[config.mk]
export PLATFORM = sky130hd
export DESIGN_NAME = button_event_decoder_flat
export DESIGN_NICKNAME = d
export VERILOG_FILES = /design/src/rtl/button_event_decoder_pkg.sv /design/src/rtl/button_event_decoder_if.sv /design/src/rtl/button_event_decoder_ms_tick_strobe.sv /design/src/rtl/button_event_decoder.sv /design/src/flat_wrapper.sv
export SDC_FILE = /design/constraint.sdc
export NUM_CORES = 1
export LEC_CHECK = 0
export BUFFER_PORTS_ARGS = -buffer_cell sky130_fd_sc_hd__buf_2
export CAP_MARGIN = 40
export CELL_PAD_IN_SITES_DETAIL_PLACEMENT = 0
export CELL_PAD_IN_SITES_GLOBAL_PLACEMENT = 1
export CORE_ASPECT_RATIO = 1.25
export CORE_MARGIN = 2
export CORE_UTILIZATION = 45
export DETAILED_ROUTE_END_ITERATION = 16
export PLACE_DENSITY_LB_ADDON = 0.05
export RECOVER_POWER = 25
export SYNTH_ARGS = -nofsm -noshare
export SYNTH_HDL_FRONTEND = slang
export SYNTH_SLANG_ARGS = --single-unit
export TNS_END_PERCENT = 30
[constraint.sdc]
create_clock -name clk -period 4.7 [get_ports clk]
set_clock_uncertainty 0.15 [all_clocks]
set_input_delay 0.235 -clock clk [delete_from_list [all_inputs] [get_ports clk]]
set_output_delay 0.235 -clock clk [all_outputs]
set_load 0.1 [all_outputs]
[src/rtl/button_event_decoder_pkg.sv]
// Shared definitions for the button event decoder: FSM state encodings and
// default millisecond constants also used by the stopwatch control FSM.
package button_event_decoder_pkg;

  typedef enum logic [2:0] {
    BE_IDLE    = 3'd0,
    BE_PRESSED = 3'd1,
    BE_HELD    = 3'd2,
    BE_WAIT2   = 3'd3,
    BE_PRESS2  = 3'd4
  } be_state_e;

  localparam int unsigned BE_LONG_MS_DEF   = 1000;
  localparam int unsigned BE_REPEAT_MS_DEF = 200;
  localparam int unsigned BE_DOUBLE_MS_DEF = 250;
  localparam int unsigned BE_CNT_W_DEF     = 16;

endpackage

[src/rtl/button_event_decoder_if.sv]
// Button-side bundle: timebase and debounced level in, event pulses and status out.
interface button_event_decoder_if;
  import button_event_decoder_pkg::*;

  logic clk_1ms;
  logic btn_level;
  logic short_press;
  logic double_click;
  logic long_press;
  logic repeat_pulse;
  logic held;
  logic busy;

  modport master (
    output clk_1ms, btn_level,
    input  short_press, double_click, long_press, repeat_pulse, held, busy
  );

  modport slave (
    input  clk_1ms, btn_level,
    output short_press, double_click, long_press, repeat_pulse, held, busy
  );

endinterface

[src/rtl/button_event_decoder_ms_tick_strobe.sv]
// Rising-edge detector turning the slow 1 ms square wave into a 1-clk tick strobe.
module ms_tick_strobe (
  input  logic clk,
  input  logic rst,
  input  logic level_in,
  output logic strobe
);

  logic level_prev_q;
  logic level_prev_d;

  always_comb level_prev_d = level_in;

  always_ff @(posedge clk or posedge rst) begin
    if (rst) level_prev_q <= 1'b0;
    else     level_prev_q <= level_prev_d;
  end

  assign strobe = level_in & ~level_prev_q;

endmodule

[src/rtl/button_event_decoder.sv]
// Classifies debounced button presses into short/double/long/repeat event pulses
// using a millisecond counter driven by the 1 ms timebase.
module button_event_decoder
  import button_event_decoder_pkg::*;
#(
  parameter int unsigned LONG_MS   = BE_LONG_MS_DEF,
  parameter int unsigned REPEAT_MS = BE_REPEAT_MS_DEF,
  parameter int unsigned DOUBLE_MS = BE_DOUBLE_MS_DEF,
  parameter int unsigned CNT_W     = BE_CNT_W_DEF
) (
  input logic                  clk,
  input logic                  rst,
  button_event_decoder_if.slave bus
);

  localparam logic [CNT_W:0] LONG_N   = (CNT_W+1)'(LONG_MS);
  localparam logic [CNT_W:0] REPEAT_N = (CNT_W+1)'(REPEAT_MS);
  localparam logic [CNT_W:0] DOUBLE_N = (CNT_W+1)'(DOUBLE_MS);

  logic             tick;
  logic             press;
  logic             rel;
  logic [CNT_W:0]   ms_next;
  logic             exp_long;
  logic             exp_rep;
  logic             exp_dbl;

  be_state_e        state_q, state_d;
  logic [CNT_W-1:0] ms_cnt_q, ms_cnt_d;
  logic             btn_prev_q, btn_prev_d;
  logic             short_q, short_d;
  logic             double_q, double_d;
  logic             long_q, long_d;
  logic             repeat_q, repeat_d;
  logic             held_q, held_d;
  logic             busy_q, busy_d;

  ms_tick_strobe u_tick (
    .clk      (clk),
    .rst      (rst),
    .level_in (bus.clk_1ms),
    .strobe   (tick)
  );

  assign press    = bus.btn_level & ~btn_prev_q;
  assign rel      = ~bus.btn_level & btn_prev_q;
  assign ms_next  = {1'b0, ms_cnt_q} + (CNT_W+1)'(1);
  assign exp_long = tick && (ms_next == LONG_N);
  assign exp_rep  = tick && (ms_next == REPEAT_N);
  assign exp_dbl  = tick && (ms_next == DOUBLE_N);

  always_comb begin
    btn_prev_d = bus.btn_level;
    state_d    = state_q;
    ms_cnt_d   = (tick && !(&ms_cnt_q)) ? ms_cnt_q + CNT_W'(1) : ms_cnt_q;
    short_d    = 1'b0;
    double_d   = 1'b0;
    long_d     = 1'b0;
    repeat_d   = 1'b0;

    // Release is tested before expiry, and press before window expiry, so the
    // user's edge always wins a same-cycle race against the timer.
    case (state_q)
      BE_IDLE: begin
        if (press) state_d = BE_PRESSED;
      end
      BE_PRESSED: begin
        if (rel) begin
          if (DOUBLE_MS == 0) begin
            short_d = 1'b1;
            state_d = BE_IDLE;
          end else begin
            state_d = BE_WAIT2;
          end
        end else if (exp_long) begin
          long_d  = 1'b1;
          state_d = BE_HELD;
        end
      end
      BE_HELD: begin
        if (rel) begin
          state_d = BE_IDLE;
        end else if (REPEAT_MS != 0 && exp_rep) begin
          repeat_d = 1'b1;
          ms_cnt_d = '0;
        end
      end
      BE_WAIT2: begin
        if (press) begin
          double_d = 1'b1;
          state_d  = BE_PRESS2;
        end else if (exp_dbl) begin
          short_d = 1'b1;
          state_d = BE_IDLE;
        end
      end
      BE_PRESS2: begin
        if (rel) state_d = BE_IDLE;
      end
      default: state_d = BE_IDLE;
    endcase

    if (state_d != state_q) ms_cnt_d = '0;

    held_d = (state_d == BE_HELD);
    busy_d = (state_d != BE_IDLE);
  end

  always_ff @(posedge clk or posedge rst) begin
    if (rst) begin
      state_q    <= BE_IDLE;
      ms_cnt_q   <= '0;
      btn_prev_q <= 1'b0;
      short_q    <= 1'b0;
      double_q   <= 1'b0;
      long_q     <= 1'b0;
      repeat_q   <= 1'b0;
      held_q     <= 1'b0;
      busy_q     <= 1'b0;
    end else begin
      state_q    <= state_d;
      ms_cnt_q   <= ms_cnt_d;
      btn_prev_q <= btn_prev_d;
      short_q    <= short_d;
      double_q   <= double_d;
      long_q     <= long_d;
      repeat_q   <= repeat_d;
      held_q     <= held_d;
      busy_q     <= busy_d;
    end
  end

  assign bus.short_press  = short_q;
  assign bus.double_click = double_q;
  assign bus.long_press   = long_q;
  assign bus.repeat_pulse = repeat_q;
  assign bus.held         = held_q;
  assign bus.busy         = busy_q;

endmodule

[src/flat_wrapper.sv]
// flat-port wrapper written by rule: the top's interface ports become plain ports
module button_event_decoder_flat import button_event_decoder_pkg::*;
#(
  parameter int unsigned LONG_MS   = BE_LONG_MS_DEF,
  parameter int unsigned REPEAT_MS = BE_REPEAT_MS_DEF,
  parameter int unsigned DOUBLE_MS = BE_DOUBLE_MS_DEF,
  parameter int unsigned CNT_W     = BE_CNT_W_DEF
)
  (clk, rst, bus_clk_1ms, bus_btn_level, bus_short_press, bus_double_click, bus_long_press, bus_repeat_pulse, bus_held, bus_busy);
  button_event_decoder_if bus_i ();
  input logic clk;
  input logic rst;
  input wire logic [$bits(bus_i.clk_1ms)-1:0] bus_clk_1ms;
  input wire logic [$bits(bus_i.btn_level)-1:0] bus_btn_level;
  output wire logic [$bits(bus_i.short_press)-1:0] bus_short_press;
  output wire logic [$bits(bus_i.double_click)-1:0] bus_double_click;
  output wire logic [$bits(bus_i.long_press)-1:0] bus_long_press;
  output wire logic [$bits(bus_i.repeat_pulse)-1:0] bus_repeat_pulse;
  output wire logic [$bits(bus_i.held)-1:0] bus_held;
  output wire logic [$bits(bus_i.busy)-1:0] bus_busy;
  assign bus_i.clk_1ms = bus_clk_1ms;
  assign bus_i.btn_level = bus_btn_level;
  assign bus_short_press = bus_i.short_press;
  assign bus_double_click = bus_i.double_click;
  assign bus_long_press = bus_i.long_press;
  assign bus_repeat_pulse = bus_i.repeat_pulse;
  assign bus_held = bus_i.held;
  assign bus_busy = bus_i.busy;
  button_event_decoder #(.LONG_MS(LONG_MS), .REPEAT_MS(REPEAT_MS), .DOUBLE_MS(DOUBLE_MS), .CNT_W(CNT_W)) u_core (.clk(clk), .rst(rst), .bus(bus_i));
endmodule
==> results.toml, run 1 <==
[timing]
finalCritPeriodShare_pct = 70.36
hold-worst-slack_ns = 0.3869
setup_tns_ns = 0
hold_violations = 0
setup_viol = 0
rsz0062_at_grt = "false"
relSlewSlack_pct = 54.21
period_minus_slack_ns = 3.307
drv_slew = 0
fmax_mhz = 302.4
worst_pin_slew_ns = 0.6806

[synthesis]
synth-edff-count = 0
synth-main-ff-cell = "dfrtp_1"
synthesis.area_sq_um = 1724
synth.distinct_cells = 46
synth_cells = 187
synth_warnings = 0
async_flop_share_pct = 100.0
syn_avg_cell_area_sq_um = 9.220
syn-num-nets = 194
synth-seq-cells = 27
synth_seq_area_share_pct = 39.19

[worst_setup_path]
crit_fanout = 16
worstRegToRegCells = 9
worst_setup_path_start_kind = "flip-flop"
reg2reg_slack_ns = 1.39
r2r-end = "u_core.ms_cnt_q[3]"
r2r_start = "u_core.ms_cnt_q[0]"
cp.arrival_ns = 3.29
critPathRequiredTime_ns = 4.68
crit_type = "flip-flop to flip-flop"
endpoint_kind = "flip-flop"

[finish]
syn2layout_area_growth_pct = 7.620
num-fill-cells = 357
drive_above_1_share_pct = 12.76
num_antenna_cells = 0
fin_nets = 204

[placed_design]
numPortBuffers = 9
place_congestion = 0.8010
dp_hpwl_um = 2597

[global_route]
met3_usage_pct = 2.128
grt.busiest_layer = "met2"
gr-total-overflow = 0
grt_usage_pct = 17.99
grt_max_degree = 17
antenna_found_initial = 0
use_met1_pct = 22.54
grt_first_pass_wirelength_um = 5927
met2_usage_pct = 31.38
grt_pass1_vias = 1259

[pwr]
p_leak_nw = 0.7364
ir_drop_v = 0.0001270
p_sw_share_pct = 40.66
p_comb_share_pct = 35.2
powerDensity_nw_per_um2 = 346.7
power.internal_w = 0.0003817
switching_power_w = 0.0002615
pwr-share-seq_pct = 44.5
clkPwrFrac_pct = 20.2

[clock_network]
cts_buffer_depth = 2
cts-buffers-inserted = 3
htreeDepth = 1
cts_tree = "built"
clock_sinks = 27
cts_root_buf = "clkbuf_8"
path_clk_slew_ns = 0.09
cts_resized = 0
clk_latency_ns = 0.27

[hold_path]
hp-class = "input pin to async pin"

[die]
initial_core_util_pct = 46.32
ios = 10
die_area_sq_um = 4346
rows = 25
die_x_um = 59.37
core_sq_um = 3722
die_h_um = 73.21

[drt]
ant_nets = 0
vias_per_cell = 5.784
drt_pass1_iterations = 4
drt_iter0_drc = 61
vias = 1365
wl_per_cell_um = 14.63
drc = 0
routed_wl_um = 3453

[flow_run]
max_cap_violations = 0

[status]
status = "finished clean"
==> stage by stage <==
stage	utilization, %	setup slack [ns]	instance area, sq um	std cells	total power (W)
6_report	49.85	1.393	1856	236	0.0006433
5_1_grt	49.85	1.131	1856	236	0.0006900
4_1_cts	49.92	1.332	1858	236	0.0006556
3_5_place_dp	47.90	1.362	1783	229	0.0005198
3_3_place_gp	47.39	1.395	1764	227	0.0005149
2_1_floorplan	-	1.877	1724	187	0.0004775
==> layout by cell type, fill, tap and decap left out, types with 2 or more instances in the layout <==
cell type and instances:
o211ai_1 2, nand4_1 2, inv_1 4, xnor2_1 13, buf_2 7, a21oi_1 5, or3_1 3, clkbuf_8 3
nor2_1 27, o31ai_1 2, and4_4 2, nor2b_1 3, ha_1 3, xor2_1 7, nor4_1 4, o22ai_1 2
a211oi_1 3, dlygate4sd3_1 3, nand2_1 15, dfrtp_1 27, nor3_1 9, and4_1 4, clkbuf_1 3, and2_1 2
o21ai_0 5, a31o_2 3, nand3_1 7, and3_1 2, nand2b_1 5
==> metal layers <==
layer | part of all wire [%] | up-vias
li1 | - | 681
met3 | 1.6 | 5
met4 | 1.3 | 0
met5 | 0 | -
met1 | 44 | 661
met2 | 53 | 18
==> sequential cells by signal, indices dropped and copies added (netlist names) <==
signal	cells
u_core.bus.long_press	1
u_core.bus.repeat_pulse	1
u_core.u_tick.level_prev_q	1
u_core.bus.double_click	1
u_core.btn_prev_q	1
u_core.ms_cnt_q	16
u_core.bus.held	1
u_core.state_q	3
u_core.bus.busy	1
u_core.bus.short_press	1
==> power by group through the flow <==
| stage | Sequential [W] | Combinational (W) | Clock, W |
|---|---|---|---|
| global route | 0.000292 | 0.000252 | 0.000146 |
| finish | 0.000286 | 0.000227 | 0.000130 |
| CTS | 0.000286 | 0.000232 | 0.000138 |
| global placement | 0.000290 | 0.000225 | 0 |
| detailed placement | 0.000291 | 0.000229 | 0 |
| floorplan | 0.000341 | 0.000137 | 0 |
==> worst max-delay path by stage <==
stage	start	endpoint	slack (ns)	cells past startpoint
6_report	u_core.ms_cnt_q[0]	u_core.ms_cnt_q[3]	1.39	9
4_1_cts	u_core.ms_cnt_q[0]	u_core.ms_cnt_q[3]	1.33	9
2_1_floorplan	u_core.ms_cnt_q[0]	u_core.bus.busy	1.88	9
3_3_place_gp	u_core.ms_cnt_q[0]	u_core.ms_cnt_q[3]	1.40	9
3_5_place_dp	u_core.ms_cnt_q[0]	u_core.ms_cnt_q[3]	1.36	9
5_1_grt	u_core.ms_cnt_q[0]	u_core.ms_cnt_q[6]	1.13	9
==> cell usage after synthesis (3+ instances only) <==
cell type,number,area share (%)
nor4_1,4,1.5
dfrtp_1,27,39
buf_4,3,1.3
a21oi_1,5,1.5
a31o_2,3,1.5
inv_1,4,0.87
and4_1,4,2.0
xor2_1,7,3.6
clkbuf_1,3,0.65
nor2b_1,3,1.1
xnor2_1,13,6.6
a211oi_1,3,1.3
nor3_1,9,2.6
ha_1,3,2.2
o21ai_0,5,1.5
nand2_1,15,3.3
nand2b_1,5,1.8
nand3_1,7,2.0
nor2_1,27,5.9
or3_1,3,1.1
==> logic make-up (layout without fill, tap and decap cells) <==
group,Yosys count,in the layout,share of synthesized area [%]
simple gates,94,94,30.55
compound gates,30,30,13.86
buf+inv,13,22,4.063
xor+xnor,20,20,10.16
flops,27,27,39.19
fa+ha+maj,3,3,2.177
==> cell type report <==
class | count | area (sq um) | share of cell area, %
tap | 40 | 50.05 | 2.697
multi-input combinational | 147 | 978.4 | 52.73
sequential | 27 | 675.6 | 36.41
clock buffer | 4 | 45.04 | 2.428
timing repair buffer | 14 | 91.34 | 4.922
inverter | 4 | 15.01 | 0.8092
==> critical path, cell delays in order (launching register included) <==
cell	delay (ns)
dfrtp_1	0.48
ha_1	0.32
nand3_2	0.23
nor2_4	0.24
and4_1	0.22
o211ai_1	0.12
or4_4	0.58
nor2b_1	0.18
nor3_4	0.50
nor3_1	0.14
==> repair_timing <==
| action | 4_1_cts | 5_1_grt |
|---|---|---|
| setup buffers | 0 | 0 |
| hold buffers | 3 | 0 |
| endpoints found under the hold margin | 14 | 0 |
No activity file was read; power rests on OpenSTA's default activity.
==> inputs of run 2 (changes only) <==
==> constraint.sdc (replaced) <==
create_clock -name clk -period 3.3 [get_ports clk]
set_clock_uncertainty 0.15 [all_clocks]
set_input_delay 0.165 -clock clk [delete_from_list [all_inputs] [get_ports clk]]
set_output_delay 0.165 -clock clk [all_outputs]
set_load 0.1 [all_outputs]
==> run 2 against run 1 <==
Against the previous run:
- wire length is 1.5% higher
- first-iteration DRC count is 9.8% lower
- non-clock buffer count is 3 higher
- critical endpoint is now u_core.bus.busy
- clock power is 42% higher
- sequential share of layout area is 0.34 points lower
- final area is 0.94% higher
- register-to-register slack worse by 1.2 ns
==> results.toml, run 2 (synthesized netlist as in run 1, its figures left out) <==
[worst_setup_path]
crit_type = "flip-flop to flip-flop"
reg2reg_slack_ns = 0.24
critPathRequiredTime_ns = 3.30
crit_fanout = 8
worst_setup_path_start_kind = "flip-flop"
worstRegToRegCells = 9
cp.arrival_ns = 3.06
endpoint_kind = "flip-flop"

[clock_network]
cts-buffers-inserted = 3
cts_root_buf = "clkbuf_8"
clk_latency_ns = 0.27
cts_setup_buffers = 0
clock_sinks = 27
path_clk_slew_ns = 0.09
cts_buffer_depth = 2
cts_tree = "built"
htreeDepth = 1

[finish]
drive_above_1_share_pct = 14.57
fin_nets = 207
reg_top3 = "u_core.ms_cnt_q x16, u_core.state_q x3"
largest_register_ffs = 16
finalNonFillerCells = 239
final_cell_mix = "nor2_1, dfrtp_1, nand2_1"
num_antenna_cells = 0
num-fill-cells = 358
largest_register = "u_core.ms_cnt_q"
syn2layout_area_growth_pct = 8.636

[timing]
finalCritPeriodShare_pct = 92.72
hold_violations = 0
hold-worst-slack_ns = 0.3087
setup_viol = 0
drv_slew = 0
setup_tns_ns = 0
fmax_mhz = 326.8
worst_pin_slew_ns = 0.7738
period_minus_slack_ns = 3.060
relSlewSlack_pct = 48.42
rsz0062_at_grt = "false"
worst_slack_ns = 0.2403

[global_route]
gr-total-overflow = 0
grt_usage_pct = 18.83
antenna_found_initial = 0
grt_first_pass_wirelength_um = 6210
grt_pass1_vias = 1334
grt_max_degree = 17

[pwr]
p_total_w = 0.0009325
p_leak_nw = 0.7476
powerDensity_nw_per_um2 = 497.9
ir_drop_v = 0.0002325

[drt]
ant_nets = 0
drc = 0
wl_per_cell_um = 14.67
drt_pass1_iterations = 4
vias = 1361
drt_iter0_drc = 55
routed_wl_um = 3506
vias_per_cell = 5.695

[placed_design]
dp.cells = 232
dp_slack_ns = 0.1816
place_congestion = 0.8493
numPortBuffers = 9
dp_hpwl_um = 2656

[status]
status = "finished clean"

[die]
die_x_um = 59.37
initial_core_util_pct = 46.32
ios = 10
rows = 25
die_area_sq_um = 4346
core_sq_um = 3722
die_h_um = 73.21

[hold_path]
hp-class = "input pin to async pin"

[flow_run]
max_cap_violations = 0
## run 2: cell count changes in the layout (fill, tap and decap cells not counted), sizes merged
cell,delta
clkbuf,+1
buf,+2
## run 2: timing repair
item                                    4_1_cts  5_1_grt
hold endpoints to repair                     14        0
resized for setup                             0        1
endpoints found under the setup margin        0        1
hold buffers                                  3        0
## run 2: layout make-up
class / instances / area (sq um) / share of cell area [%]
inverter: 4 / 15.01 / 0.8016
sequential: 27 / 675.6 / 36.07
timing repair buffer: 17 / 106.4 / 5.678
clock buffer: 4 / 45.04 / 2.405
multi-input combinational: 147 / 980.9 / 52.37
tap: 40 / 50.05 / 2.672
## run 2: power by group
part / leakage, nW / switching [W] / internal, W / total, W
combinational: 0.360 / 0.000235 / 0.000101 / 0.000336
clock: 0.0228 / 0.0000989 / 0.0000865 / 0.000185
sequential: 0.365 / 0.0000448 / 0.000366 / 0.000411
## run 2: metrics by stage
stage	cell area, sq um	utilization, %
after global routing	1873	50.32
after global placement	1794	48.20
after detailed placement	1809	48.61
final	1873	50.32
after CTS	1884	50.62
after floorplan	1724	-
## run 2: final timing paths
path	start	to
max reg2reg	u_core.ms_cnt_q[0]	u_core.bus.busy
max	u_core.ms_cnt_q[0]	u_core.bus.busy
min in group clk	bus_clk_1ms	u_core.u_tick.level_prev_q
max in group asynchronous	rst	u_core.state_q[1]
min	rst	u_core.ms_cnt_q[9]
min reg2reg	u_core.ms_cnt_q[11]	u_core.ms_cnt_q[11]
## run 2: per-layer routing
metal  up-vias  share of wire [%]  track usage [%]
li1        681                  -                -
met1       649                 46            24.47
met2        22                 49            30.53
met3         9                2.2            2.305
met4         0                3.1            9.091
met5         -                  0                0
## run 2: worst max-delay path, cell delays in order (launching register included)
cell	delay [ns]
dfrtp_1	0.49
ha_2	0.31
nand3_2	0.20
nor2_4	0.22
and4_1	0.21
o211ai_1	0.12
or4_4	0.58
o31ai_4	0.19
o21bai_2	0.09
or3b_1	0.37
==> inputs of run 3 (changes only) <==
==> constraint.sdc (replaced) <==
create_clock -name clk -period 3.65 [get_ports clk]
set_clock_uncertainty 0.15 [all_clocks]
set_input_delay 0.1825 -clock clk [delete_from_list [all_inputs] [get_ports clk]]
set_output_delay 0.1825 -clock clk [all_outputs]
set_load 0.1 [all_outputs]
==> run 3 against run 2 <==
Against the previous run:
- first-iteration DRC count is 16% lower
- sequential power down 9.7%
- register-to-register slack better by 0.31 ns
- highest routed layer unchanged
- die area is the same
- critical path type unchanged
==> results.toml, run 3 (synthesized netlist as in run 1, its figures left out) <==
[status]
status = "finished clean"

[worst_setup_path]
worst_setup_path_start_kind = "flip-flop"
endpoint_kind = "flip-flop"
cp.arrival_ns = 3.11
path_cells = "ha_1 -> nand3_2 -> nor2_4 -> and4_1 -> o211ai_1 -> or4_4 -> o31ai_4 -> o21bai_2 -> or3b_1"
worstRegToRegCells = 9
worst_path_largest_cell_delay_ns = 0.58
crit_fanout = 8
slowest_stage = "or4_4"
crit_type = "flip-flop to flip-flop"
critPathRequiredTime_ns = 3.66
reg2reg_slack_ns = 0.55

[pwr]
pwr-share-seq_pct = 43.4
p_comb_share_pct = 36.8
powerDensity_nw_per_um2 = 458.6
clkPwrFrac_pct = 19.8
switching_power_w = 0.0003445
ir_drop_v = 0.0001463
power.internal_w = 0.0005098
p_leak_nw = 0.7443
p_sw_share_pct = 40.33

[die]
rows = 25
die_h_um = 73.21
initial_core_util_pct = 46.32
core_sq_um = 3722
ios = 10
die_x_um = 59.37
die_area_sq_um = 4346

[drt]
drc = 0
vias = 1354
routed_wl_um = 3496
vias_per_cell = 5.689
drt_iter0_drc = 46
drt_pass1_iterations = 4
wl_per_cell_um = 14.69
ant_nets = 0

[placed_design]
dp_slack_ns = 0.5652
place_congestion = 0.7971
numPortBuffers = 9
dp_hpwl_um = 2642

[clock_network]
path_clk_slew_ns = 0.09
htreeDepth = 1
cts_root_buf = "clkbuf_8"
cts_tree = "built"
cts_buffer_depth = 2
clk_latency_ns = 0.27
cts-buffers-inserted = 3
clock_sinks = 27

[global_route]
antenna_found_initial = 0
grt_usage_pct = 18.50
grt_max_degree = 16
grt_pass1_vias = 1277
gr-total-overflow = 0
grt_first_pass_wirelength_um = 6175

[finish]
fin_nets = 206
final_cell_mix = "nor2_1, dfrtp_1, nand2_1"
syn2layout_area_growth_pct = 8.055
fin_util_pct = 50.05
num_antenna_cells = 0
largest_register = "u_core.ms_cnt_q"
drive_above_1_share_pct = 13.64
reg_top3 = "u_core.ms_cnt_q x16, u_core.state_q x3"
largest_register_ffs = 16

[timing]
finalCritPeriodShare_pct = 85.04
drv_slew = 0
setup_viol = 0
relSlewSlack_pct = 48.08
worst_pin_slew_ns = 0.7788
fmax_mhz = 322.2
setup_tns_ns = 0
period_minus_slack_ns = 3.104
rsz0062_at_grt = "false"
hold_violations = 0
worst_slack_ns = 0.5461

[flow_run]
max_cap_violations = 0

[hold_path]
hp-class = "input pin to async pin"
==> run 3: cell types whose count changed in the layout (fill, tap and decap cells not counted) <==
cell / delta
buf_4: -1
ha_2: -1
ha_1: +1
==> run 3: power groups by stage <==
| stage | Combinational (W) | Clock (W) | Sequential, W |
|---|---|---|---|
| 3_5_place_dp | 0.000317 | 0 | 0.000376 |
| 4_1_cts | 0.000321 | 0.000174 | 0.000370 |
| 2_1_floorplan | 0.000176 | 0 | 0.000439 |
| 6_report | 0.000314 | 0.000169 | 0.000371 |
| 5_1_grt | 0.000347 | 0.000185 | 0.000376 |
| 3_3_place_gp | 0.000312 | 0 | 0.000373 |
==> run 3: worst max-delay path: cells and delay by family, from the launching register on <==
| kind | cells | cell delay [ns] |
|---|---|---|
| AND/OR/NAND/NOR | 5 | 1.63 |
| flip-flops | 1 | 0.49 |
| AO/OA/AOI/OAI | 3 | 0.40 |
| adder cells (fa/ha/maj) | 1 | 0.32 |
==> run 3: path summary, 6_finish.rpt <==
kind | start | endpoint
max reg2reg | u_core.ms_cnt_q[0] | u_core.bus.busy
max in group asynchronous | rst | u_core.ms_cnt_q[10]
min reg2reg | u_core.ms_cnt_q[11] | u_core.ms_cnt_q[11]
min | rst | u_core.ms_cnt_q[3]
min in group clk | bus_clk_1ms | u_core.u_tick.level_prev_q
max | u_core.ms_cnt_q[0] | u_core.bus.busy
==> run 3: stage by stage <==
stage	total power [W]	hold slack [ns]	cell area, sq um	cells
5_1_grt	0.0009076	0.3838	1863	238
2_1_floorplan	0.0006148	0.06393	1724	187
6_report	0.0008543	0.3269	1863	238
3_5_place_dp	0.0006935	0.09648	1802	231
4_1_cts	0.0008659	0.3480	1877	238
3_3_place_gp	0.0006851	0.1553	1787	230
==> run 3: final cells by class <==
| type | instances | area [sq um] |
|---|---|---|
| Sequential cell | 27 | 675.6 |
| Inverter | 4 | 15.01 |
| Tap cell | 40 | 50.05 |
| Timing Repair Buffer | 16 | 98.84 |
| Fill cell | 345 | 1859 |
| Multi-Input combinational cell | 147 | 978.4 |
| Clock buffer | 4 | 45.04 |
==> run 3: what timing repair did <==
action,CTS,global route
gates resized for setup,0,0
endpoints found under the setup margin,0,0
setup buffers,0,0
endpoints found under the hold margin,14,0
hold buffers,3,0
==> run 3: routing by layer <==
| layer | routed length [um] | GRT usage, % |
|---|---|---|
| met1 | 1582 | 25.08 |
| met2 | 1736 | 30.28 |
| met3 | 123 | 2.128 |
| met4 | 53 | 6.061 |
| met5 | 0 | 0 |
